--- src/rtl/sobel_pkg.sv ---
// Shared widths, FSM encoding and arithmetic helper for the
// horizontal Sobel stream driver.
package sobel_pkg;

   localparam int PIX_W = 8;
   localparam int INT_W = 10;

   typedef enum logic {
      FILL = 1'b0,
      RUN  = 1'b1
   } state_t;

   function automatic logic [INT_W-1:0] abs_diff(
      input logic [INT_W-1:0] a,
      input logic [INT_W-1:0] b
   );
      return (a >= b) ? (a - b) : (b - a);
   endfunction

endpackage

--- src/rtl/sobel_line_buffer.sv ---
// One row of pixels; combinational read of the old value at the
// same index that is written on the clock edge.
module sobel_line_buffer
   import sobel_pkg::*;
#(
   parameter int DEPTH = 64,
   parameter int AW    = (DEPTH > 1) ? $clog2(DEPTH) : 1
) (
   input  logic             clk,
   input  logic             we_i,
   input  logic [AW-1:0]    idx_i,
   input  logic [PIX_W-1:0] wdata_i,
   output logic [PIX_W-1:0] rdata_o
);

   logic [PIX_W-1:0] mem_q [DEPTH];

   always_ff @(posedge clk) begin
      if (we_i) begin
         mem_q[idx_i] <= wdata_i;
      end
   end

   assign rdata_o = mem_q[idx_i];

endmodule

--- src/rtl/sobel_x_stream_driver.sv ---
// Streaming |Gx| Sobel filter: raster pixels in, one registered
// result per interior pixel out, valid/ready on both sides.
module sobel_x_stream_driver
   import sobel_pkg::*;
#(
   parameter int IMG_WIDTH  = 64,
   parameter int IMG_HEIGHT = 64
) (
   input  logic             clk,
   input  logic             rst,
   input  logic [PIX_W-1:0] pix_in,
   input  logic             pix_valid,
   output logic             pix_ready,
   output logic [INT_W-1:0] sobel_X_out,
   output logic             out_valid,
   input  logic             out_ready,
   output logic             out_last
);

   localparam int CW = (IMG_WIDTH > 1) ? $clog2(IMG_WIDTH) : 1;
   localparam int RW = (IMG_HEIGHT > 1) ? $clog2(IMG_HEIGHT) : 1;
   localparam logic [CW-1:0] COL_LAST = CW'(IMG_WIDTH - 1);
   localparam logic [RW-1:0] ROW_LAST = RW'(IMG_HEIGHT - 1);

   logic [CW-1:0]    col_q, col_d;
   logic [RW-1:0]    row_q, row_d;
   state_t           state_q;
   logic [INT_W-1:0] i1_q, i2_q, out_q;
   logic             valid_q, last_q;

   logic             accept, col_last, row_last;
   logic [PIX_W-1:0] l1_rd, l2_rd;
   logic [INT_W-1:0] i_cur;

   assign pix_ready   = rst || !valid_q || out_ready;
   assign accept      = pix_valid && pix_ready && !rst;
   assign col_last    = (col_q == COL_LAST);
   assign row_last    = (row_q == ROW_LAST);
   assign sobel_X_out = out_q;
   assign out_valid   = valid_q;
   assign out_last    = last_q;

   // L2 takes what L1 held at this column, so rows age by one per pass.
   sobel_line_buffer #(.DEPTH(IMG_WIDTH), .AW(CW)) u_l2 (
      .clk     (clk),
      .we_i    (accept),
      .idx_i   (col_q),
      .wdata_i (l1_rd),
      .rdata_o (l2_rd)
   );

   sobel_line_buffer #(.DEPTH(IMG_WIDTH), .AW(CW)) u_l1 (
      .clk     (clk),
      .we_i    (accept),
      .idx_i   (col_q),
      .wdata_i (pix_in),
      .rdata_o (l1_rd)
   );

   assign i_cur = INT_W'(l2_rd)
                + INT_W'({l1_rd, 1'b0})
                + INT_W'(pix_in);

   always_comb begin
      col_d = col_q;
      row_d = row_q;
      if (accept) begin
         if (col_last) begin
            col_d = '0;
            row_d = row_last ? '0 : row_q + RW'(1);
         end else begin
            col_d = col_q + CW'(1);
         end
      end
   end

   always_ff @(posedge clk) begin
      if (rst) begin
         col_q   <= '0;
         row_q   <= '0;
         state_q <= FILL;
         i1_q    <= '0;
         i2_q    <= '0;
         out_q   <= '0;
         valid_q <= 1'b0;
         last_q  <= 1'b0;
      end else begin
         col_q <= col_d;
         row_q <= row_d;
         if (valid_q && out_ready) begin
            valid_q <= 1'b0;
            last_q  <= 1'b0;
         end
         if (accept) begin
            i1_q <= i_cur;
            i2_q <= (col_q == '0) ? '0 : i1_q;
            unique case (state_q)
               FILL: begin
                  if (col_last && row_q == RW'(1)) begin
                     state_q <= RUN;
                  end
               end
               RUN: begin
                  if (col_q >= CW'(2)) begin
                     out_q   <= abs_diff(i_cur, i2_q);
                     valid_q <= 1'b1;
                     last_q  <= row_last && col_last;
                  end
                  if (col_last && row_last) begin
                     state_q <= FILL;
                  end
               end
            endcase
         end
      end
   end

endmodule
--- config.mk ---
export PLATFORM = sky130hd
export DESIGN_NAME = sobel_x_stream_driver
export DESIGN_NICKNAME = d
export VERILOG_FILES = /design/src/rtl/sobel_pkg.sv /design/src/rtl/sobel_line_buffer.sv /design/src/rtl/sobel_x_stream_driver.sv
export SDC_FILE = /design/constraint.sdc
export NUM_CORES = 1
export LEC_CHECK = 0
export ABC_CLOCK_PERIOD_IN_PS = 13420
export CAP_MARGIN = 20
export CORE_MARGIN = 2
export CORE_UTILIZATION = 50
export CTS_BUF_LIST = sky130_fd_sc_hd__clkbuf_8
export DETAILED_ROUTE_END_ITERATION = 12
export GPL_TIMING_DRIVEN = 1
export MAX_ROUTING_LAYER = met4
export PLACE_DENSITY = 0.65
export SETUP_SLACK_MARGIN = 0.4
export SYNTH_ARGS = -nofsm -noshare
export SYNTH_HDL_FRONTEND = slang
export SYNTH_SLANG_ARGS = --single-unit
export TNS_END_PERCENT = 30
--- constraint.sdc ---
create_clock -name clk -period 13.42 [get_ports clk]
set_input_delay 1.342 -clock clk [delete_from_list [all_inputs] [get_ports clk]]
set_output_delay 1.342 -clock clk [all_outputs]
set_load 0.1 [all_outputs]
### Word-level counts from Yosys, hierarchy flattened

Memories as Yosys holds them, arrays and structs flattened. A register that Yosys moved wholly into a read port is not among the register bits.
Index checks and enable logic that the tools add are counted.

| storage, ports and cells | value |
|---|---|
| flip-flop bits (word level) | 45 |
| bits in writable memories | 1,024 |
| input bits | 12 |
| output and inout port bits | 13 |
| word-level logic and storage cells | 55 |
| memories | 2 |

Memory list:

| memory | depth | bits a word | rd ports | clocked after memory_dff | wr ports | RTL line | text |
|---|---|---|---|---|---|---|---|
| u_l1.mem_q | 64 | 8 | 1 | 1 | 1 | sobel_line_buffer.sv:16 | `logic [PIX_W-1:0] mem_q [DEPTH];` |
| u_l2.mem_q | 64 | 8 | 1 | 1 | 1 | sobel_line_buffer.sv:16 |  |

| operators by class | value |
|---|---|
| $add $sub $neg | 6 |
| $lt $le $gt $ge | 2 |
| equal/unequal tests | 3 |
| muxes and demuxes | 21 |
| bitwise operators | 1 |
| reductions and logical operators | 12 |

Operators with widths:

| cell | count |
|---|---|
| 2-to-1 mux 6 bit | 6 |
| 2-to-1 mux 10 bit | 2 |
| subtractor 10 bit | 2 |
| adder 6 x 1 -> 6 bit (second input constant) | 2 |
| equality test 6 bit (second input constant) | 2 |
| 2-to-1 mux 1 bit | 12 |
| adder 10 x 8 -> 10 bit | 1 |
| adder 8 x 9 -> 10 bit | 1 |
| >= comparator 10 bit | 1 |
| equality test 6 x 1 -> 1 bit (second input constant) | 1 |
| >= comparator 6 x 2 -> 1 bit (second input constant) | 1 |
| zero test 6 bit | 1 |
| logical AND 1 bit | 5 |
| AND reduction 3 bit | 1 |
| zero test 1 bit | 2 |
| logical OR 1 bit | 2 |
| one-hot mux 1 bit (2 select lines) | 1 |
| AND reduction 2 bit | 1 |
| inverter 1 bit | 1 |

### Depth between registers and ports, before layout

| logic depth | value |
|---|---|
| depth after elaboration | 7 |
| depth in mapped cells | 25 |
| depth with buffers taken out | 20 |

### Hierarchy

From an unflattened synthesis, not the netlist that was laid out.

| second synthesis, totals | value |
|---|---|
| cells, all modules | 2,701 |
| area total of the unflattened synthesis | 43,723.2 sq um |

By module, submodules not included:

| module | times used | cells an instance | area each (sq um) | seq. area each (sq um) |
|---|---|---|---|---|
| sobel_line_buffer | 2 | 1,163 | 20,289.5 | 15,374.7 |
| sobel_x_stream_driver | 1 | 375 | 3,144.3 | 900.9 |

### Worst setup path after synthesis

No wires, ideal clock.

| timing path | value |
|---|---|
| kind | reg-to-reg |
| start point | reg with a tool-made name |
| end point | reg out_q[8], in the netlist sobel_X_out[8] |
| library setup time | 119 ps |
| data arrival time | 6,875 ps |
| data required time | 13,301 ps |
| slack | 6,426 ps |
| stages on the path, launching flop included | 23 |
| buffers on the path | 5 |
| clock period less this slack | 6,994 ps |
| cell sequence | dfxtp_1 -> clkbuf_1 -> buf_2 -> buf_2 -> mux4_2 -> mux4_2 -> mux4_2 -> fa_1 -> ha_1 -> fa_1 -> a211oi_1 -> o21ai_0 -> a221oi_1 -> ha_1 -> clkbuf_1 -> a21oi_1 -> o21ai_0 -> o41ai_2 -> buf_2 -> nor2_1 -> a311oi_1 -> mux2i_1 -> nand2_1 |

RTL lines:

| item | RTL line | text |
|---|---|---|
| end signal: assignment | sobel_x_stream_driver.sv:105 | `out_q <= abs_diff(i_cur, i2_q);` |
| end: declaration | sobel_x_stream_driver.sv:28 | `logic [INT_W-1:0] i1_q, i2_q, out_q;` |

==> run summary <==
Family with the most delay on the worst path - compound AO/OA/AOI/OAI gates
Crit Path Class - reg2reg
Die width - 294.7 um
CTS Buf Count - 168
Min Hold Slack - 0.4593 ns
Area share of the largest cell type after synthesis - 0.7275
Main synth FF type - edfxtp_1
Peak Freq - 0.1175 GHz
Port Buf Inserts - 24
Share of synthesized flip-flops with an asynchronous set or reset - 0
Leak - 14.74 nW
Startpoint Class - flip-flop
Area Overhead vs Synth - 11.83%
Syn Area/Cell - 22.15 um^2
Dpl cells - 3,057
Synthesized cell area - 42,270 um^2
Synth area leader - edfxtp_1
Non-Filler Instances - 3,365
Core area - 83,690 um^2
Cts repair resizes - 0
Flops & latches, synth - 1,075
Worst-path clk slew - 0.06 ns
Worst hold path type - reg2reg
Post-route clock period utilization - 0.6344
Critical Path Sink Type - flip-flop
CP max stage cell - dfxtp_4
Final Wtd Congestion - 0.8504
Via count - 20.44k
Final nets - 2,147
Share of layout cells above drive strength 1 - 0.2979
Slew Viols, Final - 0
Vias per inst - 6.073
Post-synth EDFFs - 1,024
Worst Tran Pin Value - 0.9900 ns
Post-Syn Instances - 1,908
Total power draw - 7.025 mW
WP data required - 14.12 ns
Max_cap viols - 0
Slowest stage delay, CP - 0.78 ns
Setup TNS - 0 ns
Dominant cells by area after synthesis - edfxtp_1 73%, mux4_2 18%, dfxtp_1 2.4%
Clk_lat worst skew - 0.83 ns
Hold Buf Count CTS - 0
RSZ-0062 raised after global routing - false
Outcome - finished clean
CTS tree - yes
Pin count of the biggest net entering global routing - 132
Clk_skew - 0.03681 ns
Antenna-violating nets left - 0
Final hold violations - 0
GRT Total Usage - 0.2426
Syn Nets - 1,960
Commonest cells in the synthesized netlist - 1,024 x edfxtp_1, 336 x mux4_2, 100 x nor2_1
Worst Path Max Fanout - 131
Die area - 86,870 um^2
Clk sinks - 1,075
Yosys warnings - 0
First-pass GRT wire length - 143.5 mm
Setup Fix Bufs, Post-CTS - 0
CTS max path bufs - 3
Ports - 25
Slew HR - 0.3376
Clock Tree Root - clkbuf_8
Worst endpoint data arrival time - 9.21 ns
Synth cell types - 56
Final setup vio count - 0
Wire per inst - 29.42 um
Vias in the first global route - 20.90k
Final min period - 8.514 ns
PwrDens - 148.6 nW/um^2
Initial Utilization - 0.5050
Rows - 106
Top-count cell post-synth - edfxtp_1
Global route overflow - 0
HPWL after DPL - 53.84 mm
Pre-antenna DRT Iters - 5
DRC errors left - 0
Crit-path cells - buf_4 > buf_12 > mux4_2 > mux4_2 > mux4_2 > fa_1 > ha_1 > fa_1 > a211oi_1 > o21ai_0 > a221oi_1 > ha_1 > a21oi_1 > o21ai_0 > o41ai_2 > buf_4 > o21ai_0 > nor4_1 > mux2i_1 > a211o_1
Height of the die - 294.7 um
Fillers - 6,131
Max IR drop VDD - 0.00008972 V
Buf/Inv on CP - 3
Initial DRC Count - 2,195
H-Tree Depth - 4
Antenna violations before repair - 5
Seq/Total Area, Yosys - 0.7517
Final wirelength - 98.99 mm
-- report_power, final --
group / switching [mW] / internal, mW / total (mW) / leakage (nW)
clock: 1.23 / 1.23 / 2.47 / 1.78
combinational: 0.475 / 0.338 / 0.812 / 3.34
sequential: 0.0166 / 3.73 / 3.75 / 9.62
total: 1.73 / 5.30 / 7.02 / 14.7
-- kinds of logic (layout without fill, tap and decap cells) --
kind of cell / Yosys count / in the layout / share of synthesized area
buffers and inverters: 134 / 455 / 0.01326
AOI/OAI and AO/OA: 94 / 94 / 0.01507
and+or+nand+nor: 205 / 205 / 0.02220
xor gates and xnor gates: 19 / 19 / 0.003937
DFF: 1075 / 1075 / 0.7517
muxes: 341 / 341 / 0.1802
other: 0 / 2 / 0
adders and majority gates: 40 / 40 / 0.01362
-- final cells by class --
class	count	area, um^2	area share
clock inverter	132	626.9	0.01326
timing repair buffer	121	980.9	0.02075
multi-input combinational	699	9970	0.2109
sequential	1075	31790	0.6725
tap	1134	1419	0.03002
clock buffer	172	2367	0.05008
inverter	30	112.6	0.002382
antenna	2	5.005	0.0001059
-- registers in the layout, summed over array words and instances (netlist names), named ones only --
register,cells
u_l1.mem_q,512
u_l2.mem_q,512
i1_q,10
i2_q,10
sobel_X_out,10
col_q,6
row_q,6
out_last,1
out_valid,1
state_q,1
-- worst paths after layout --
path | startpoint | end | slack [ns] | cells past startpoint
worst max-delay path | flip-flop | sobel_X_out[9]$_SDFFE_PP0P_ | 4.91 | 20
worst min-delay path | i1_q[4]$_SDFFE_PP0P_ | i1_q[4]$_SDFFE_PP0P_ | 0.46 | 2
worst min register to register | i1_q[4]$_SDFFE_PP0P_ | i1_q[4]$_SDFFE_PP0P_ | 0.46 | 2
worst max register to register | flip-flop | sobel_X_out[9]$_SDFFE_PP0P_ | 4.91 | 20
-- per-layer routing --
layer	wire [um]	vias up	global-route usage
li1	-	8425	-
met5	0	-	-
met2	50140	867	0.3906
met3	7118	160	0.04381
met1	39590	10980	0.3211
met4	2147	0	0.06931
-- tightest hold or removal path, delay by kind of cell (launching register included) --
| family | cells | cell delay [ns] |
|---|---|---|
| DFF | 1 | 0.31 |
| AOI/OAI and AO/OA | 1 | 0.05 |
| and+or+nand+nor | 1 | 0.05 |
-- metrics by stage --
stage / utilization / setup WS [ns] / instance area [um^2]
final: 0.5648 / 4.906 / 47270
after global routing: 0.5648 / 4.361 / 47260
after CTS: 0.5642 / 4.939 / 47210
after detailed placement: 0.5284 / 4.998 / 44220
after global placement: 0.5284 / 5.186 / 44220
after floorplan: - / 6.426 / 42270
-- placed cells by master (no fill, tap or decap), types with 5 or more instances in the layout --
master	count
a211oi_1	12
a21o_1	6
a21oi_1	25
a22oi_1	7
a31oi_1	5
buf_2	9
buf_4	93
clkbuf_8	172
clkdlybuf4s50_1	15
clkinv_1	41
clkinv_2	8
dfxtp_1	47
edfxtp_1	1024
fa_1	10
ha_1	30
inv_1	99
inv_8	5
mux2i_1	5
mux4_2	336
nand2_1	39
nand3_1	11
nand3b_1	6
nand4_1	7
nor2_1	86
nor2_2	14
nor3_1	14
o21ai_0	12
xnor2_1	10
xor2_1	9
Note: power is estimated with default switching activity, not from simulation.
